[src/rtl/axi_pkg.sv]
`default_nettype none
// +------------------------------------------------------------------+
// | Module   : axi_pkg                                               |
// | Purpose  : Shared AXI read-channel types and constants for the   |
// |            DMA read arbitration path.                            |
// | Revision : 1.0 - initial release                                 |
// +------------------------------------------------------------------+
package axi_pkg;

    localparam int ID_BUS_WIDTH                 = 7;
    localparam int ADDR_WIDTH                   = 32;
    localparam int DATA_WIDTH                   = 32;
    localparam int MAX_OUTSTANDING_TRANSACTIONS = 8;
    localparam int NUM_RD_REQ                   = 4;

    // Wide enough to hold 0..MAX_OUTSTANDING_TRANSACTIONS inclusive
    typedef logic [$clog2(MAX_OUTSTANDING_TRANSACTIONS+1)-1:0] axi_rd_cnt_t;

    typedef struct packed {
        logic [ID_BUS_WIDTH-1:0] arid;
        logic [ADDR_WIDTH-1:0]   araddr;
        logic [7:0]              arlen;
        logic [2:0]              arsize;
        logic [1:0]              arburst;
    } axi_ar_chan_t;

    typedef struct packed {
        logic [ID_BUS_WIDTH-1:0] rid;
        logic [DATA_WIDTH-1:0]   rdata;
        logic [1:0]              rresp;
        logic                    rlast;
    } axi_r_chan_t;

endpackage
`default_nettype wire

[src/rtl/axi_rr_arb.sv]
`default_nettype none
// +------------------------------------------------------------------+
// | Module   : axi_rr_arb                                            |
// | Purpose  : N-way round-robin priority select. Owns the rotating  |
// |            pointer, which moves one past the winner on a grant.  |
// | Revision : 1.0 - initial release                                 |
// +------------------------------------------------------------------+
module axi_rr_arb #(
    parameter int N     = 4,
    parameter int IDX_W = $clog2(N)
) (
    input  logic             clk,
    input  logic             rst,
    input  logic [N-1:0]     i_req,
    input  logic             i_adv,
    output logic [N-1:0]     o_gnt_oh,
    output logic [IDX_W-1:0] o_gnt_idx,
    output logic             o_gnt_vld
);

    localparam logic [IDX_W:0] c_n = (IDX_W+1)'(N);

    logic [IDX_W-1:0] r_rr_ptr;
    logic [IDX_W:0]   w_sum;

    // Scan from the highest offset down so the lowest offset from the pointer wins
    always_comb begin
        o_gnt_oh  = '0;
        o_gnt_idx = '0;
        o_gnt_vld = 1'b0;
        w_sum     = '0;
        for (int k = N-1; k >= 0; k--) begin
            w_sum = {1'b0, r_rr_ptr} + (IDX_W+1)'(k);
            if (w_sum >= c_n) begin
                w_sum = w_sum - c_n;
            end
            if (i_req[w_sum[IDX_W-1:0]]) begin
                o_gnt_vld = 1'b1;
                o_gnt_idx = w_sum[IDX_W-1:0];
            end
        end
        if (o_gnt_vld) begin
            o_gnt_oh[o_gnt_idx] = 1'b1;
        end
    end

    // Pointer advances to the requester after the winner, wrapping at N
    always_ff @(posedge clk or posedge rst) begin
        if (rst) begin
            r_rr_ptr <= '0;
        end else if (i_adv && o_gnt_vld) begin
            r_rr_ptr <= (o_gnt_idx == IDX_W'(N-1)) ? '0 : o_gnt_idx + 1'b1;
        end
    end

endmodule
`default_nettype wire

[src/rtl/axi_rd_arbiter.sv]
`default_nettype none
// +------------------------------------------------------------------+
// | Module   : axi_rd_arbiter                                        |
// | Purpose  : Shares one AXI read master (AR + R) between NUM_REQ   |
// |            DMA read requesters. Round-robin AR grant through a   |
// |            one-entry registered slot, requester index tagged in  |
// |            the upper ARID bits, R beats routed back by RID, and  |
// |            a per-requester cap on open bursts.                   |
// | Options  : AXI_RD_ARB_PERF_EN adds perf_grant_cnt_o, a 32-bit    |
// |            wrapping grant counter per requester.                 |
// | Revision : 1.0 - initial release                                 |
// +------------------------------------------------------------------+
module axi_rd_arbiter
    import axi_pkg::*;
#(
    parameter int NUM_REQ = NUM_RD_REQ,
    parameter int IDX_W   = $clog2(NUM_REQ),
    parameter int MAX_OUT = MAX_OUTSTANDING_TRANSACTIONS
) (
    input  logic                clk,
    input  logic                rst,
    input  axi_ar_chan_t        req_ar_i      [NUM_REQ],
    input  logic [NUM_REQ-1:0]  req_arvalid_i,
    output logic [NUM_REQ-1:0]  req_arready_o,
    output axi_r_chan_t         req_r_o       [NUM_REQ],
    output logic [NUM_REQ-1:0]  req_rvalid_o,
    input  logic [NUM_REQ-1:0]  req_rready_i,
    output axi_ar_chan_t        m_ar_o,
    output logic                m_arvalid_o,
    input  logic                m_arready_i,
    input  axi_r_chan_t         m_r_i,
    input  logic                m_rvalid_i,
    output logic                m_rready_o,
    output logic                idle_o,
    output logic                err_o
`ifdef AXI_RD_ARB_PERF_EN
    ,
    output logic [31:0]         perf_grant_cnt_o [NUM_REQ]
`endif
);

    localparam int                 c_cnt_w   = $clog2(MAX_OUT+1);
    localparam logic [c_cnt_w-1:0] c_cnt_max = c_cnt_w'(MAX_OUT);
    localparam logic [IDX_W:0]     c_num_req = (IDX_W+1)'(NUM_REQ);

    logic [c_cnt_w-1:0] r_cnt [NUM_REQ];
    logic               r_slot_vld;
    axi_ar_chan_t       r_slot_ar;
    logic               r_err;

    logic [NUM_REQ-1:0] w_elig;
    logic [NUM_REQ-1:0] w_cnt_zero;
    logic [NUM_REQ-1:0] w_r_sel;
    logic [NUM_REQ-1:0] w_dec;
    logic [NUM_REQ-1:0] w_gnt_oh;
    logic [IDX_W-1:0]   w_gnt_idx;
    logic               w_gnt_vld;
    logic               w_can_load;
    logic [IDX_W-1:0]   w_r_idx;
    logic               w_idx_ok;
    logic               w_r_last_hs;
    logic               w_uflow;
    axi_ar_chan_t       w_ar_tagged;
    axi_r_chan_t        w_r_clean;

    // Slot accepts a new AR when empty or when its current AR leaves this cycle;
    // held low during reset so no requester sees a handshake then
    assign w_can_load = !rst && (!r_slot_vld || m_arready_i);

    axi_rr_arb #(
        .N     (NUM_REQ),
        .IDX_W (IDX_W)
    ) u_rr_arb (
        .clk       (clk),
        .rst       (rst),
        .i_req     (w_elig & {NUM_REQ{w_can_load}}),
        .i_adv     (w_can_load),
        .o_gnt_oh  (w_gnt_oh),
        .o_gnt_idx (w_gnt_idx),
        .o_gnt_vld (w_gnt_vld)
    );

    assign req_arready_o = w_gnt_oh;

    // Winner's AR with the requester index written over the top ID bits
    always_comb begin
        w_ar_tagged = req_ar_i[w_gnt_idx];
        w_ar_tagged.arid[ID_BUS_WIDTH-1 -: IDX_W] = w_gnt_idx;
    end

    // Registered AR slot: load on grant, otherwise drain on downstream ready
    always_ff @(posedge clk or posedge rst) begin
        if (rst) begin
            r_slot_vld <= 1'b0;
            r_slot_ar  <= '0;
        end else if (w_gnt_vld) begin
            r_slot_vld <= 1'b1;
            r_slot_ar  <= w_ar_tagged;
        end else if (m_arready_i) begin
            r_slot_vld <= 1'b0;
        end
    end

    assign m_arvalid_o = r_slot_vld;
    assign m_ar_o      = r_slot_ar;

    // R routing: the index lives in the top RID bits
    assign w_r_idx = m_r_i.rid[ID_BUS_WIDTH-1 -: IDX_W];

    // Index values past NUM_REQ only exist when NUM_REQ is not a power of two
    if ((1 << IDX_W) > NUM_REQ) begin : g_idx_chk
        assign w_idx_ok = ({1'b0, w_r_idx} < c_num_req);
    end else begin : g_idx_full
        assign w_idx_ok = 1'b1;
    end

    // Requesters see their original RID with the index bits cleared
    always_comb begin
        w_r_clean = m_r_i;
        w_r_clean.rid[ID_BUS_WIDTH-1 -: IDX_W] = '0;
    end

    // Illegal index beats are sunk so they cannot stall the fabric
    assign m_rready_o  = !w_idx_ok || |(req_rready_i & w_r_sel);
    assign w_r_last_hs = m_rvalid_i && m_rready_o && m_r_i.rlast;

    for (genvar gi = 0; gi < NUM_REQ; gi++) begin : g_req
        assign w_elig[gi]       = req_arvalid_i[gi] && (r_cnt[gi] < c_cnt_max);
        assign w_cnt_zero[gi]   = (r_cnt[gi] == '0);
        assign w_r_sel[gi]      = w_idx_ok && (w_r_idx == IDX_W'(gi));
        assign req_rvalid_o[gi] = m_rvalid_i && w_r_sel[gi];
        assign req_r_o[gi]      = w_r_clean;
        assign w_dec[gi]        = w_r_last_hs && w_r_sel[gi];
    end

    assign w_uflow = |(w_dec & ~w_gnt_oh & w_cnt_zero);

    // Open-burst counters: +1 on grant, -1 on final beat, saturating at zero
    always_ff @(posedge clk or posedge rst) begin
        if (rst) begin
            for (int i = 0; i < NUM_REQ; i++) begin
                r_cnt[i] <= '0;
            end
        end else begin
            for (int i = 0; i < NUM_REQ; i++) begin
                if (w_gnt_oh[i] && !w_dec[i]) begin
                    r_cnt[i] <= r_cnt[i] + 1'b1;
                end else if (w_dec[i] && !w_gnt_oh[i] && !w_cnt_zero[i]) begin
                    r_cnt[i] <= r_cnt[i] - 1'b1;
                end
            end
        end
    end

    // Error pulse for a dropped illegal-index beat or a counter underflow
    always_ff @(posedge clk or posedge rst) begin
        if (rst) begin
            r_err <= 1'b0;
        end else begin
            r_err <= (m_rvalid_i && !w_idx_ok) || w_uflow;
        end
    end

    assign err_o  = r_err;
    assign idle_o = !r_slot_vld && (&w_cnt_zero);

`ifdef AXI_RD_ARB_PERF_EN
    logic [31:0] r_perf [NUM_REQ];

    // Free-running grant counters, wrapping at 2^32
    always_ff @(posedge clk or posedge rst) begin
        if (rst) begin
            for (int i = 0; i < NUM_REQ; i++) begin
                r_perf[i] <= '0;
            end
        end else begin
            for (int i = 0; i < NUM_REQ; i++) begin
                if (w_gnt_oh[i]) begin
                    r_perf[i] <= r_perf[i] + 32'd1;
                end
            end
        end
    end

    assign perf_grant_cnt_o = r_perf;
`endif

endmodule
`default_nettype wire
[config.mk]
export PLATFORM = sky130hd
export DESIGN_NAME = axi_rd_arbiter
export DESIGN_NICKNAME = d
export VERILOG_FILES = /design/src/rtl/axi_pkg.sv /design/src/rtl/axi_rr_arb.sv /design/src/rtl/axi_rd_arbiter.sv
export SDC_FILE = /design/constraint.sdc
export NUM_CORES = 1
export LEC_CHECK = 0
export ABC_AREA = 1
export BUFFER_PORTS_ARGS = -buffer_cell sky130_fd_sc_hd__buf_2
export CAP_MARGIN = 10
export CORE_AREA = 2 2 195 197
export DETAILED_ROUTE_END_ITERATION = 6
export DIE_AREA = 0 0 197 199
export GPL_TIMING_DRIVEN = 0
export HOLD_SLACK_MARGIN = 0.03
export PLACE_DENSITY_LB_ADDON = 0.3
export SYNTH_ARGS = -nofsm -noshare
export SYNTH_HDL_FRONTEND = slang
export SYNTH_HIERARCHICAL = 1
export SYNTH_SLANG_ARGS = --single-unit
[constraint.sdc]
create_clock -name clk -period 7.75 [get_ports clk]
set_input_delay 1.55 -clock clk [delete_from_list [all_inputs] [get_ports clk]]
set_output_delay 1.55 -clock clk [all_outputs]
set_load 0.1 [all_outputs]
# After elaboration in Yosys (flattened, before gate mapping)
# Index checks and enable logic that the tools add are counted.
# W data, S select, Z words.
[word_totals]
wordCells = 148
out_inout_bits = 232
inputBits = 262
regBits = 72
[classes]
n_bitwise = 6
n_lt_le_gt_ge = 15
addsub = 16
n_reduce_logical = 58
eq_ne = 4
muxes = 37
[op_table]
columns = ["op", "count"]
rows = [
  ["$bmux W52 S2", 1],
  ["$mux W50", 2],
  ["$mux W4", 9],
  ["$logic_and A1 B1 Y1", 30],
  ["$mux W2", 9],
  ["$add A4 B1 Y4 const B", 4],
  ["$and A4 B4 Y4", 4],
  ["$logic_not A4 Y1", 4],
  ["$lt A4 B4 Y1 const B", 4],
  ["$sub A4 B1 Y4 const B", 4],
  ["$lt A2 B3 Y1 const B", 5],
  ["$logic_not A1 Y1", 14],
  ["$ge A3 B3 Y1 const B", 4],
  ["$mux W1", 11],
  ["$reduce_bool A2 Y1", 5],
  ["$bmux W1 S2", 4],
  ["$reduce_or A4 Y1", 2],
  ["$sub A2 B1 Y2 const B", 4],
  ["$add A2 B2 Y3 const B", 2],
  ["$eq A2 B2 Y1 const B", 3],
  ["$not A4 Y4", 1],
  ["$reduce_and A4 Y1", 1],
  ["$add A2 B1 Y3 const B", 1],
  ["$ge A2 B3 Y1 const B", 1],
  ["other kinds (7)", 7],
]

# Depth between registers and ports, before layout
[depth]
ltp_word = 20
depth_mapped = 26
mapped_depth_nobuf = 26

# Modules after synthesis
# Netlist, hierarchy kept.
[modules_own_cells]
columns = ["module", "cells_each", "area_each_um2", "instances", "seq_area_each_um2"]
rows = [
  ["axi_rd_arbiter", 872, 5970.7, 1, 1751.7],
  ["axi_rr_arb", 77, 429.2, 1, 50.0],
]

# Worst setup path after synthesis
# OpenSTA, ideal clock, no wires.
[synth_path]
kind = "input-to-output"
startpoint = "input rst"
endpoint = "output req_arready_o[1]"
cell_stages = 16
path_slack_ns = 0.158
path_buffers = 0
arrival_ns = 6.042
t_required_ns = 6.200
path_cell_list = "inv_1 -> o21ai_0 -> nor2_1 -> inv_1 -> nand2_1 -> nand3_1 -> nand2_1 -> inv_1 -> nand2_1 -> nand2_1 -> nand2_1 -> nand2_2 -> inv_1 -> ha_1 -> inv_1 -> nor2_1"
[synth_lines]
columns = ["element", "line_no", "text"]
rows = [
  ["from (decl)", "axi_rd_arbiter.sv:21", "input logic rst,"],
  ["to (decl)", "axi_rd_arbiter.sv:24", "output logic [NUM_REQ-1:0] req_arready_o,"],
]

==> flow_summary.ini <==
[sta]
period_share_pct = 81.5
fin_crit_ps = 6310
worstMarginPinSlew_ps = 782
setup_violations = 0
hold_viol = 0
slew_headroom_pct = 47.9
fin_hold_ws_ps = 483
fin_skew_ps = 10.5
max_freq_ghz = 0.158
slew_violations = 0
rsz0062_at_grt = false

[floorplan]
chipWidth_um = 197
rows = 71
fp.dieH_um = 199
initial_core_util_pct = 17.2
core_um2 = 37100
ios = 494
fp.dieArea_um2 = 39200

[cells_and_area]
fin_cells = 1887
multi_input_area_um2 = 2950
register_area_um2 = 1800
drive_gt1_share_pct = 47.3
finalNetCount = 1684
syn_to_final_growth_pct = 48.6
fill_cells = 4205

[clock_tree]
clk_pin_slew_ps = 60
ctsResizeCount = 0
cts_max_path_buffers = 2
tritoncts = built
insertion_delay_ps = 350
htreeDepth = 3
clockRootBuffer = clkbuf_16
clkSinkCount = 72
holdBufCountCts = 0
post_cts_buffers = 0
cts_made_buffers = 9

[grt]
grt_usage_pct = 14.0
met3_usage_pct = 3.54
grt_util_met1_pct = 16.5
grt_overflow = 0
grt_pass1_wl_mm = 41.3
antenna_found_initial = 3
grt-busiest-layer = met2
grt_max_degree = 39
met2_usage_pct = 25.4
grt_pass1_vias = 7272

[drt]
first_pass_iters = 5
ant_nets = 0
drc = 0
viasPerCell = 3.98
dr_total_vias = 7507
dr.first_iter.drc_count = 299
drt_wl_total_mm = 28.8
routedWlPerCell_um = 15.3

[worst_hold_path]
hold_depth = 2
hold_class = reg2reg

[synth]
ys_warn_count = 6
seq_area_frac_synth_pct = 28.2
synthTopCellsByArea = dfrtp_1 (28%), buf_4 (20%), nor2_1 (16%)
netlist.area_leader.share_pct = 28.2
ys_seq_elements = 72
synthCells = 949
yosysTopAreaCell = dfrtp_1
synth_cell_types = 30
synthesis.area_um2 = 6400
syn_avg_cell_area_um2 = 6.74

[place]
place.gp.congestion = 0.851
portBuffers = 438
dp_hpwl_mm = 23.9
dp.cells = 1869

[worst_setup_path]
critPathArrivalTime_ps = 4760
required_ps = 6200
worst-setup-path-type = in2out
start_kind = input port
end_kind = primary output
ff2ff_path_depth = 23
worstPathMaxFanout = 38

[run]
cap_violations = 0

[run_status]
status = complete, no violations
[placed cells by master, fill, tap and decap left out, drive strengths merged]
cell type	synthesis	routed
a21boi	1	1
a31oi	55	55
buf	180	619
clkbuf	33	42
clkinv	1	4
clkinvlp	0	4
conb	1	8
dfrtp	72	72
diode	0	2
fa	4	4
ha	12	12
inv	59	59
nand2	97	97
nand3	26	26
nand4	8	8
nor2	272	272
nor3	4	4
nor4	1	1
o21ai	114	114
o21bai	1	1
xor2	8	8
[cells in the mapped netlist, drive strengths merged]
master	instances
a21boi	1
a31oi	55
buf	180
clkbuf	33
clkinv	1
conb	1
dfrtp	72
fa	4
ha	12
inv	59
nand2	97
nand3	26
nand4	8
nor2	272
nor3	4
nor4	1
o21ai	114
o21bai	1
xor2	8
[per-stage QoR]
stage | cell area [um2] | util, % | TNS (ps) | setup WS, ps
6_report | 9510 | 25.6 | 0 | 1440
3_3_place_gp | 9210 | 24.8 | -31850 | -1200
2_1_floorplan | 6430 | - | 0 | 158
5_1_grt | 9510 | 25.6 | 0 | 1010
3_5_place_dp | 9230 | 24.9 | 0 | 1340
4_1_cts | 9510 | 25.6 | 0 | 1330
[layout make-up]
| type | count | share of cell area [%] |
|---|---|---|
| Clock inverter | 7 | 0.513 |
| Clock buffer | 9 | 2.37 |
| Timing Repair Buffer | 439 | 23.3 |
| Sequential cell | 72 | 18.9 |
| Buffer | 213 | 15.2 |
| Inverter | 60 | 2.45 |
| Multi-Input combinational cell | 611 | 31.0 |
| Tap cell | 474 | 6.23 |
| Antenna cell | 2 | 0.0526 |
[registers in the layout, summed over array words and instances, names as in the netlist]
name               count
m_ar_o                52
r_cnt                 16
u_rr_arb/r_rr_ptr      2
err_o                  1
m_arvalid_o            1
[logic make-up after synthesis]
logic type               share of synthesized area, %
adder cells (fa/ha/maj)                          3.60
flip-flops                                       28.2
AND/OR/NAND/NOR                                  26.3
other                                          0.0586
AO/OA/AOI/OAI                                    14.6
buffers and inverters                            26.2
XOR/XNOR                                         1.09
[path summary, 6_finish.rpt]
kind / slack [ps] / start / endpoint
worst max-delay path: 1440 / rst / req_arready_o[3]
worst min-delay path: 480 / m_ar_o[50] / m_ar_o[50]
worst max register to register: 3880 / m_arvalid_o / r_cnt[15]
worst min register to register: 480 / m_ar_o[50] / m_ar_o[50]
max in group asynchronous: 5860 / rst / m_ar_o[15]
min in group asynchronous: 1080 / rst / u_rr_arb/r_rr_ptr[1]
[worst max-delay path, cell delays in order]
cell and delay [ps]:
buf_2 130, inv_4 390, buf_12 300, o21ai_0 280, nor2_1 220, inv_1 60, nand2_1 100, nand3_1 110
nand2_1 80, inv_1 40, nand2_1 60, nand2_1 50, nand2_1 70, nand2_2 80, inv_1 160, ha_1 180
inv_1 40, nor2_1 320, buf_2 510
[per-layer routing]
metal | vias to the layer above | wire, um
li1 | 3788 | -
met1 | 3433 | 11600
met2 | 261 | 14800
met3 | 21 | 1870
met4 | 4 | 420
met5 | - | 17
Power is left out: the tool's default activity adds up to more than one toggle a clock period on the data nets, which glitch-free logic cannot reach.
